## src/rtl/gb_seq_pkg.sv

```systemverilog
// Shared types and default constants for the opcode stimulus sequencer.
package gb_seq_pkg;
  typedef enum logic [1:0] {IDLE, RUN, FINISH} seq_state_t;
  typedef enum logic {SWEEP = 1'b0, LFSR = 1'b1} seq_mode_t;

  localparam int              GB_INSTR_WIDTH = 8;
  localparam logic [7:0]      GB_LFSR_TAPS   = 8'hB8;
endpackage

```

## src/rtl/gb_lfsr.sv

```systemverilog
// Galois LFSR with synchronous load (zero seed becomes 1) and advance.
// Load wins over advance; state is visible on the cycle after the edge.
module gb_lfsr #(
  parameter int               WIDTH = 8,
  parameter logic [WIDTH-1:0] TAPS  = 8'hB8
) (
  input  logic             clk_i,
  input  logic             rst_i,
  input  logic             load_i,
  input  logic [WIDTH-1:0] seed_i,
  input  logic             advance_i,
  output logic [WIDTH-1:0] state_o
);
  logic [WIDTH-1:0] state_q, state_d;

  always_comb begin
    state_d = state_q;
    if (load_i) begin
      // An all-zero state would lock up, so a zero seed is promoted to 1.
      state_d = (seed_i == '0) ? {{(WIDTH-1){1'b0}}, 1'b1} : seed_i;
    end else if (advance_i) begin
      state_d = (state_q >> 1) ^ (state_q[0] ? TAPS : '0);
    end
  end

  always_ff @(posedge clk_i or posedge rst_i) begin
    if (rst_i) state_q <= '0;
    else       state_q <= state_d;
  end

  assign state_o = state_q;
endmodule

```

## src/rtl/gb_instr_sequencer.sv

```systemverilog
// Opcode stimulus engine: linear sweep or LFSR over a captured range, repeated passes.
// Offers one opcode per cycle on valid/ready; a stalled consumer holds the current opcode.
module gb_instr_sequencer
  import gb_seq_pkg::*;
#(
  parameter int                     INSTR_WIDTH  = GB_INSTR_WIDTH,
  parameter int                     REPEAT_WIDTH = 8,
  parameter int                     COUNT_WIDTH  = 16,
  parameter logic [INSTR_WIDTH-1:0] LFSR_TAPS    = GB_LFSR_TAPS
) (
  input  logic                    clock,
  input  logic                    reset,
  input  logic                    start,
  input  logic                    abort,
  input  logic                    mode,
  input  logic [INSTR_WIDTH-1:0]  first,
  input  logic [INSTR_WIDTH-1:0]  last,
  input  logic [INSTR_WIDTH-1:0]  step,
  input  logic [REPEAT_WIDTH-1:0] repeats,
  input  logic                    ready,
  output logic [INSTR_WIDTH-1:0]  instruction,
  output logic                    valid,
  output logic                    busy,
  output logic                    done,
  output logic [COUNT_WIDTH-1:0]  count
);
  localparam int W = INSTR_WIDTH;

  seq_state_t        state_q, state_d;
  seq_mode_t         mode_q, mode_d;
  logic [W-1:0]      first_q, first_d;
  logic [W-1:0]      step_q, step_d;
  logic [W-1:0]      sweep_q, sweep_d;
  logic [REPEAT_WIDTH-1:0] pass_q, pass_d;
  logic [W:0]        n_q, n_d;
  logic [W:0]        left_q, left_d;
  logic [COUNT_WIDTH-1:0]  count_q, count_d;

  logic [W-1:0]      step_eff;
  logic [W-1:0]      span;
  logic [W:0]        n_start;
  logic              lfsr_load, lfsr_adv;
  logic [W-1:0]      lfsr_seed, lfsr_state;

  // Per-pass issue count needs W+1 bits: a full-range sweep issues 2^W opcodes.
  assign step_eff = (step == '0) ? {{(W-1){1'b0}}, 1'b1} : step;
  assign span     = last - first;
  assign n_start  = (W+1)'(span / step_eff) + (W+1)'(1);

  always_comb begin
    state_d   = state_q;
    mode_d    = mode_q;
    first_d   = first_q;
    step_d    = step_q;
    sweep_d   = sweep_q;
    pass_d    = pass_q;
    n_d       = n_q;
    left_d    = left_q;
    count_d   = count_q;
    lfsr_load = 1'b0;
    lfsr_adv  = 1'b0;
    lfsr_seed = first_q;
    case (state_q)
      IDLE: begin
        if (start && !abort) begin
          state_d   = RUN;
          mode_d    = seq_mode_t'(mode);
          first_d   = first;
          step_d    = step_eff;
          pass_d    = repeats;
          n_d       = n_start;
          left_d    = n_start;
          sweep_d   = first;
          count_d   = '0;
          lfsr_load = 1'b1;
          lfsr_seed = first;
        end
      end
      RUN: begin
        if (abort) begin
          state_d = IDLE;
        end else if (ready) begin
          if (count_q != '1) count_d = count_q + COUNT_WIDTH'(1);
          if (left_q == (W+1)'(1)) begin
            if (pass_q == '0) begin
              state_d = FINISH;
            end else begin
              // Reload in the same edge so the next pass follows without a bubble.
              pass_d    = pass_q - REPEAT_WIDTH'(1);
              left_d    = n_q;
              sweep_d   = first_q;
              lfsr_load = 1'b1;
            end
          end else begin
            left_d   = left_q - (W+1)'(1);
            sweep_d  = sweep_q + step_q;
            lfsr_adv = 1'b1;
          end
        end
      end
      FINISH:  state_d = IDLE;
      default: state_d = IDLE;
    endcase
  end

  always_ff @(posedge clock or posedge reset) begin
    if (reset) begin
      state_q <= IDLE;
      mode_q  <= SWEEP;
      first_q <= '0;
      step_q  <= '0;
      sweep_q <= '0;
      pass_q  <= '0;
      n_q     <= '0;
      left_q  <= '0;
      count_q <= '0;
    end else begin
      state_q <= state_d;
      mode_q  <= mode_d;
      first_q <= first_d;
      step_q  <= step_d;
      sweep_q <= sweep_d;
      pass_q  <= pass_d;
      n_q     <= n_d;
      left_q  <= left_d;
      count_q <= count_d;
    end
  end

  gb_lfsr #(
    .WIDTH (W),
    .TAPS  (LFSR_TAPS)
  ) u_lfsr (
    .clk_i     (clock),
    .rst_i     (reset),
    .load_i    (lfsr_load),
    .seed_i    (lfsr_seed),
    .advance_i (lfsr_adv),
    .state_o   (lfsr_state)
  );

  assign instruction = (mode_q == LFSR) ? lfsr_state : sweep_q;
  assign valid       = (state_q == RUN);
  assign busy        = (state_q == RUN);
  assign done        = (state_q == FINISH);
  assign count       = count_q;
endmodule

```

## config.mk

```make
export PLATFORM = sky130hd
export DESIGN_NAME = gb_instr_sequencer
export DESIGN_NICKNAME = d
export VERILOG_FILES = /design/src/rtl/gb_seq_pkg.sv /design/src/rtl/gb_lfsr.sv /design/src/rtl/gb_instr_sequencer.sv
export SDC_FILE = /design/constraint.sdc
export NUM_CORES = 1
export LEC_CHECK = 0
export CAP_MARGIN = 20
export CELL_PAD_IN_SITES_DETAIL_PLACEMENT = 0
export CELL_PAD_IN_SITES_GLOBAL_PLACEMENT = 1
export CORE_ASPECT_RATIO = 1.75
export CORE_UTILIZATION = 35
export DETAILED_ROUTE_END_ITERATION = 8
export PLACE_DENSITY_LB_ADDON = 0.08
export SLEW_MARGIN = 20
export SYNTH_ARGS = -nofsm -noshare
export SYNTH_HDL_FRONTEND = slang
export SYNTH_HIERARCHICAL = 1
export SYNTH_SLANG_ARGS = --single-unit
```

## constraint.sdc

```tcl
create_clock -name clock -period 3.5 [get_ports clock]
set_input_delay 0.7 -clock clock [delete_from_list [all_inputs] [get_ports clock]]
set_output_delay 0.7 -clock clock [all_outputs]
set_load 0.005 [all_outputs]
```

==> results of run 1 <==
## critical path: cells and delay by family
family | cells | cell delay [ns]
compound gates | 23 | 4.31
xor+xnor | 2 | 0.22
fa+ha+maj | 9 | 2.39
buf+inv | 16 | 1.72
mux | 3 | 0.69
simple gates | 14 | 2.47
## sequential cells by signal, summed over array words and instances, names as in the netlist
signal and flops:
pass_q 8, step_q 8, n_q 9, first_q 8, left_q 9, u_lfsr/state_o 8
count 16, mode_q 1, state_q 2, sweep_q 8
## stage by stage
step	setup TNS (ns)	setup slack, ns	hold slack [ns]	utilization, %
2_1_floorplan	-159.07	-9.17	0.444	-
3_3_place_gp	-172.37	-9.79	0.462	50.1
3_5_place_dp	-178.32	-10.13	0.463	50.1
4_1_cts	-152.14	-8.64	0.478	55.3
5_1_grt	-163.89	-9.29	0.519	56.5
6_report	-156.15	-8.85	0.481	56.5
## power groups by stage
stage / registers, mW / clock network (mW) / logic [mW]
finish: 1.33 / 1.08 / 3.63
global route: 1.36 / 1.14 / 3.98
CTS: 1.33 / 1.09 / 3.46
detailed placement: 1.34 / 0 / 3.07
global placement: 1.34 / 0 / 2.98
floorplan: 1.25 / 0 / 1.98
## timing repair
| item | 4_1_cts | 5_1_grt |
|---|---|---|
| endpoints found under the setup margin | 18 | 18 |
| hold buffers | 0 | 0 |
| resized for setup | 139 | 37 |
| pin swaps | 72 | 55 |
| buffers inserted | 43 | 16 |
| cloned | 1 | 0 |
## cell type report
class	count	area (sq um)	share of cell area [%]
Timing Repair Buffer	308	2490	22.9
Sequential cell	77	1930	17.8
Clock inverter	6	111	1.03
Multi-Input combinational cell	688	5600	51.7
Clock buffer	9	225	2.08
Tap cell	241	302	2.78
Inverter	48	190	1.75
## final timing paths
kind,to,depth (start not counted)
worst max-delay path,left_q[6],67
worst min-delay path,n_q[2],2
worst max register to register,left_q[0],9
worst min register to register,n_q[2],2
max in group asynchronous,n_q[1],3
min in group asynchronous,u_lfsr/state_o[4],2
## cell families (layout without fill, tap and decap cells)
logic type | count (synthesis) | in the layout | share of synthesized area, %
buf+inv | 80 | 371 | 4.65
mux | 31 | 31 | 4.83
flops | 77 | 77 | 28.1
simple gates | 303 | 304 | 21.4
other cells | 1 | 1 | 0.0546
xor+xnor | 38 | 38 | 4.85
compound gates | 246 | 246 | 23.5
fa+ha+maj | 68 | 68 | 12.6
## routing by layer
| metal | up-vias | wire [um] |
|---|---|---|
| met5 | - | 0 |
| met4 | 0 | 1110 |
| met3 | 68 | 607 |
| met2 | 166 | 14200 |
| met1 | 3553 | 8760 |
| li1 | 3633 | - |
## cell usage in the layout, fill, tap and decap left out, drive strengths merged, types with 17 or more instances in the layout
master           n
mux2            17
o21ai           80
buf            258
nor2            77
ha              66
dfrtp           77
xnor2           22
a21oi           49
nor3            28
clkdlybuf4s50   45
inv             49
a21o            17
nand2           95
==> metrics.txt, run 1 <==
status finished, violations left; failing checks negative setup slack; placed instance area 9620 sq um; Post-DRT Antenna Nets 0; initial antenna violation count 0; CTS tree done; switching fraction of total power 38.5%; Pleak 4.89 nW; Comb pwr share 60.2%; I/O Buffers 64; placed cell count 1303; clock-pin slew on the worst setup and hold paths 0.06 ns; Final Instance Area 10800 sq um; cells after synthesis 844; most frequent cells after synthesis nand2_1 (95), dfrtp_1 (77), nor2_1 (77); final hold violations 0; grt peak-use layer met2; FF-to-FF setup slack 0.63 ns; FILL cells 1764; die width 108 um; synthesized flop and latch total 77; max_cap viols 0; most used flip-flop cell after synthesis dfrtp_1; Setup violations, final 18; GRT overflow 0; sw power 2.33 mW; layout cell share with drive strength beyond 1 37.7%; Synth top area share 28.1%; vias 7420; PwrDens 557 nW/um^2; Nets 1238; EDFF count, synth 0; crit path max fanout 6; hold_sp n_q[2]; Yosys top cell by area dfrtp_1; Core Box Area 19200 sq um; Max transition margin 51.5%; min cycle time layout 12.35 ns; GRT met3 Usage 2.68%; RR Startpoint left_q[1]; die height 187 um; diode count 0; clock tree sinks 77; most frequent cell after synthesis nand2_1; via/cell ratio 5.39; critical path launch point type input pin; M1 GR Usage 23.9%; # DRC 0; drt total wl 24700 um; Die ar. 20200 sq um; row count 67; Setup WS post-layout -8.85 ns; kind of critical path input pin to flop; starting density of the core 35.7%; synth warn 6; Crit path top cell by count buf_4; Post-Syn Nets 950; latest clock arrival within the worst-skew pair 0.34 ns; Syn-to-layout area delta 58.0%; Seq/Total Area, Yosys 28.1%; critical path arrival 12.57 ns; total track usage 25.0%; final slew viol count 0; via count of the first global-routing pass 7877; RSZ-0062 raised after global routing yes; DRT Pass-1 Iters 4; detailed placement HPWL 19000 um; GP Congestion 0.883; clock skew 0.00762 ns; Inserted Clock Buffers 9; Final Non-Filler Cells 1377; # H-tree levels 3; Worst Setup SP first[6]; crit end category flop; first-pass GRT wire length 39300 um; fmax 80.9 MHz; clock share of power 17.8%; Netlist cell types 77; DRT iter0 DRCs 240; worst vdd ir 463 uV; syn avg cell area 8.13 sq um; Synth Cell Area 6860 sq um; Hold Crit Class flop to flop; Synth area leaders dfrtp_1 (28%), ha_1 (12%), o21ai_0 (5.5%); Internal 3.71 mW; worst stage delay on the critical path 0.52 ns; actual slew at the worst max-slew pin 0.723 ns; Synth async-reset ratio 100%; Top Ports 65; root buf cell clkbuf_16; worst endpoint required time 3.72 ns; WL per Instance 17.9 um; CTS max path bufs 2; largest net degree at the start of global routing 70; Reg power frac 22.0%; Final period util 353%; met2 track demand over resource 50.4%; total chip power 6.04 mW; Crit-path slowest cell or4b_4
(Power assumes the default switching activity.)
==> run 2: changes to the inputs <==
CORE_UTILIZATION = 27   (was 35)
==> metrics.txt, run 2 (same netlist as run 1, synthesis figures left out) <==
status finished, violations left; failing checks negative setup slack; layout cell share with drive strength beyond 1 38.9%; diode count 0; Max transition margin 55.1%; Die ar. 26100 sq um; final slew viol count 0; via count of the first global-routing pass 7760; latest clock arrival within the worst-skew pair 0.35 ns; clock tree sinks 77; Post-DRT Antenna Nets 0; Final Non-Filler Cells 1454; drt total wl 25500 um; Final period util 348%; GRT overflow 0; Syn-to-layout area delta 61.6%; I/O Buffers 64; Nets 1243; Setup violations, final 18; Inserted Clock Buffers 9; RR Startpoint left_q[1]; RSZ-0062 raised after global routing yes; commonest non-fill, non-tap cell in the layout buf_4; GP Congestion 0.856; Setup TNS -152.03 ns; DRT iter0 DRCs 230; Core Box Area 24800 sq um; first-pass GRT wire length 40500 um; placed cell count 1384; critical path launch point type input pin; row count 76; via/cell ratio 5.07; clock skew 0.0115 ns; Crit path top cell by count ha_4; total track usage 20.4%; Crit-path slowest cell or4b_4; WL per Instance 17.5 um; DRT Pass-1 Iters 5; hold slack 0.476 ns; worst vdd ir 192 uV; Setup WS post-layout -8.67 ns; fmax 82.2 MHz; CTS tree done; Pleak 4.90 nW; largest net degree at the start of global routing 70; max_cap viols 0; worst stage delay on the critical path 0.49 ns; starting density of the core 27.7%; most frequent cells in the layout buf_4 (237), nand2_1 (88), dfrtp_1 (77); critical path arrival 12.39 ns; Top Ports 65; worst endpoint required time 3.73 ns; detailed placement HPWL 19800 um; initial antenna violation count 0; final hold violations 0; vias 7367; die height 213 um; kind of critical path input pin to flop; CTS max path bufs 2; crit end category flop; # H-tree levels 3; clock-pin slew on the worst setup and hold paths 0.06 ns; PwrDens 548 nW/um^2; max reg flops 16; Worst Setup SP first[1]; die width 123 um; root buf cell clkbuf_16; Hold Crit Class flop to flop; actual slew at the worst max-slew pin 0.656 ns; min cycle time layout 12.17 ns; hold_sp n_q[2]; crit path max fanout 6; # DRC 0; total chip power 6.08 mW
==> run 2: where the power goes <==
group          internal (mW)  leakage [nW]  total [mW]  switching, mW
logic                   1.99          3.77        3.73           1.74
clock network          0.624         0.145        1.02          0.395
registers               1.10         0.986        1.33          0.229
total                   3.71          4.90        6.08           2.37
==> run 2: final timing paths <==
check                                          to  slack (ns)  cells past startpoint
worst max register to register          left_q[0]        0.83                      9
worst max-delay path                    left_q[6]       -8.67                     63
worst min-delay path                       n_q[2]        0.48                      2
worst min register to register             n_q[2]        0.48                      2
min in group asynchronous       u_lfsr/state_o[5]        0.65                      2
max in group asynchronous               pass_q[1]        2.39                      3
==> run 2: per-stage QoR <==
| step | utilization, % | area, sq um | worst slack (ns) |
|---|---|---|---|
| after floorplan | - | 7440 | -9.17 |
| after global placement | 39.5 | 9790 | -9.96 |
| after detailed placement | 39.5 | 9790 | -10.30 |
| after CTS | 43.9 | 10900 | -8.56 |
| after global routing | 44.7 | 11100 | -9.16 |
| final | 44.7 | 11100 | -8.67 |
==> run 2: layout make-up <==
class	count	area [sq um]
clock buffers	10	229
fillers	2426	13700
well taps	312	390
clock inverters	6	87.6
multi-input cells	687	5740
inverters	48	195
repair buffers	314	2520
flip-flops and latches	77	1930
==> run 2: critical path: cells and delay by family <==
family | cells | cell delay (ns)
fa+ha+maj | 10 | 2.58
simple gates | 15 | 2.67
compound gates | 24 | 4.15
mux | 4 | 1.07
xor+xnor | 2 | 0.29
buf+inv | 8 | 0.89
==> run 2: metal layers <==
layer | track usage (%) | share of wire (%) | vias to the layer above
met2 | 41.7 | 59 | 111
met4 | 7.70 | 3.2 | 0
met1 | 20.4 | 36 | 3549
met3 | 1.79 | 2.2 | 40
met5 | 0 | 0 | -
li1 | - | - | 3667
==> run 2: what timing repair did <==
action	in CTS	in global routing
buffers inserted	52	6
hold buffers	0	0
endpoints found under the setup margin	18	18
cloned	0	0
gates resized for setup	155	33
pin swaps	92	66
==> run 3: changes to the inputs <==
clock period = 10.7 ns   (was 3.5 ns; I/O delays follow)
==> metrics.txt, run 3 (same netlist as run 1, synthesis figures left out) <==
total track usage 20.2%; Post-CTS Hold Buffers 0; WL per Instance 17.7 um; max_cap viols 0; starting density of the core 27.7%; Die ar. 26100 sq um; Worst Setup EP n_q[4]; Top Ports 65; Core Box Area 24800 sq um; RSZ-0062 raised after global routing yes; final hold violations 0; placed cell count 1358; FF-to-FF setup slack 7.31 ns; met3 wire len 447 um; Max transition margin 35.7%; Worst Setup SP step[1]; detailed placement HPWL 19700 um; PwrDens 180 nW/um^2; clock skew 0.00781 ns; Post-DRT Antenna Nets 0; CTS tree done; GRT overflow 0; placed instance area 9590 sq um; Max Used Layer met4; final core occ 43.6%; Setup TNS -49.54 ns; DRT met1 WL 9380 um; most frequent cells in the layout buf_4 (210), nand2_1 (88), dfrtp_1 (77); Final Non-Filler Cells 1427; crit end category flop; Nets 1216; Final period util 128%; worst endpoint required time 10.99 ns; total chip power 1.95 mW; via/cell ratio 5.11; initial antenna violation count 0; via count of the first global-routing pass 7586; critical path arrival 13.95 ns; Final Instance Area 10800 sq um; final slew viol count 0; actual slew at the worst max-slew pin 0.965 ns; largest net degree at the start of global routing 70; root buf cell clkbuf_16; clock-pin slew on the worst setup and hold paths 0.06 ns; Hold Crit Class flop to flop; critical path launch point type input pin; Pleak 4.78 nW; Syn-to-layout area delta 57.6%; vias 7298; DRT Pass-1 Iters 4; latest clock arrival within the worst-skew pair 0.35 ns; fmax 73.2 MHz; commonest non-fill, non-tap cell in the layout buf_4; I/O Buffers 64; row count 76; CTS max path bufs 2; Setup violations, final 18; kind of critical path input pin to flop; DRT iter0 DRCs 237; # DRC 0; first-pass GRT wire length 39900 um; # H-tree levels 3; drt total wl 25300 um; die height 213 um; worst reg2reg path depth 7; status finished, violations left; Levels on crit path 62; crit path max fanout 8; Setup WS post-layout -2.96 ns; die width 123 um; worst vdd ir 67.0 uV; min cycle time layout 13.66 ns; worst stage delay on the critical path 0.56 ns; layout cell share with drive strength beyond 1 36.1%; failing checks negative setup slack; worst path bufs/invs 10; GP Congestion 0.858; clock tree sinks 77; max reg flops 16; RR Startpoint pass_q[3]; diode count 0; Crit-path slowest cell clkdlybuf4s50_1; CP top delay family compound AO/OA/AOI/OAI gates; met2 routed WL 14500 um; RR Endpoint u_lfsr/state_o[0]; Inserted Clock Buffers 9
run 3: changes by cell type in the layout (fill, tap and decap cells not counted), moves of 3 or more:
cell / change
a211oi_1: +3
o21ai_0: +3
a21oi_2: -3
ha_1: +4
clkinv_4: +3
a21oi_1: +3
a211oi_2: -3
buf_4: -27
ha_4: -3
run 3: how the worst min path moves through the flow:
| stage | from | end | slack [ns] | cells after the start |
|---|---|---|---|---|
| floorplan | n_q[8] | n_q[8] | 0.44 | 2 |
| global placement | n_q[4] | n_q[4] | 0.46 | 2 |
| detailed placement | n_q[1] | n_q[1] | 0.47 | 2 |
| CTS | n_q[1] | n_q[1] | 0.49 | 2 |
| global route | n_q[2] | n_q[2] | 0.52 | 2 |
| finish | n_q[1] | n_q[1] | 0.48 | 2 |
run 3: layer usage:
| metal | global-route usage [%] | vias up |
|---|---|---|
| met5 | 0 | - |
| met4 | 9.67 | 0 |
| met3 | 2.16 | 59 |
| met2 | 40.3 | 124 |
| met1 | 20.0 | 3515 |
| li1 | - | 3600 |
run 3: what timing repair did:
item	4_1_cts	5_1_grt
pin swaps	70	68
resized for setup	122	46
setup buffers	31	22
endpoints found under the setup margin	18	18
run 3: stage by stage:
stage	setup slack, ns	hold slack [ns]
CTS	-2.96	0.487
global placement	-4.21	0.459
global route	-3.47	0.520
floorplan	-3.41	0.444
detailed placement	-4.55	0.472
finish	-2.96	0.482
run 3: area by class of cell:
class,instances,area [sq um]
clock inverter,6,71.3
tap,312,390
clock buffer,10,239
fill,2392,14000
inverter,48,193
sequential,77,1930
multi-input combinational,687,5660
timing repair buffer,287,2340
run 3: worst register-to-register path, stage by stage, from the launching register on:
cell      delay, ns
dfrtp_1        0.44
nor4_1         0.53
nand3_1        0.31
and3_1         0.25
o22ai_1        0.72
inv_1          0.60
a211oi_1       0.34
a21oi_1        0.06
run 3: where the power goes:
group / internal [mW] / switching [mW] / total, mW
combinational: 0.628 / 0.559 / 1.19
sequential: 0.359 / 0.0743 / 0.434
clock: 0.189 / 0.136 / 0.324
total: 1.18 / 0.769 / 1.95
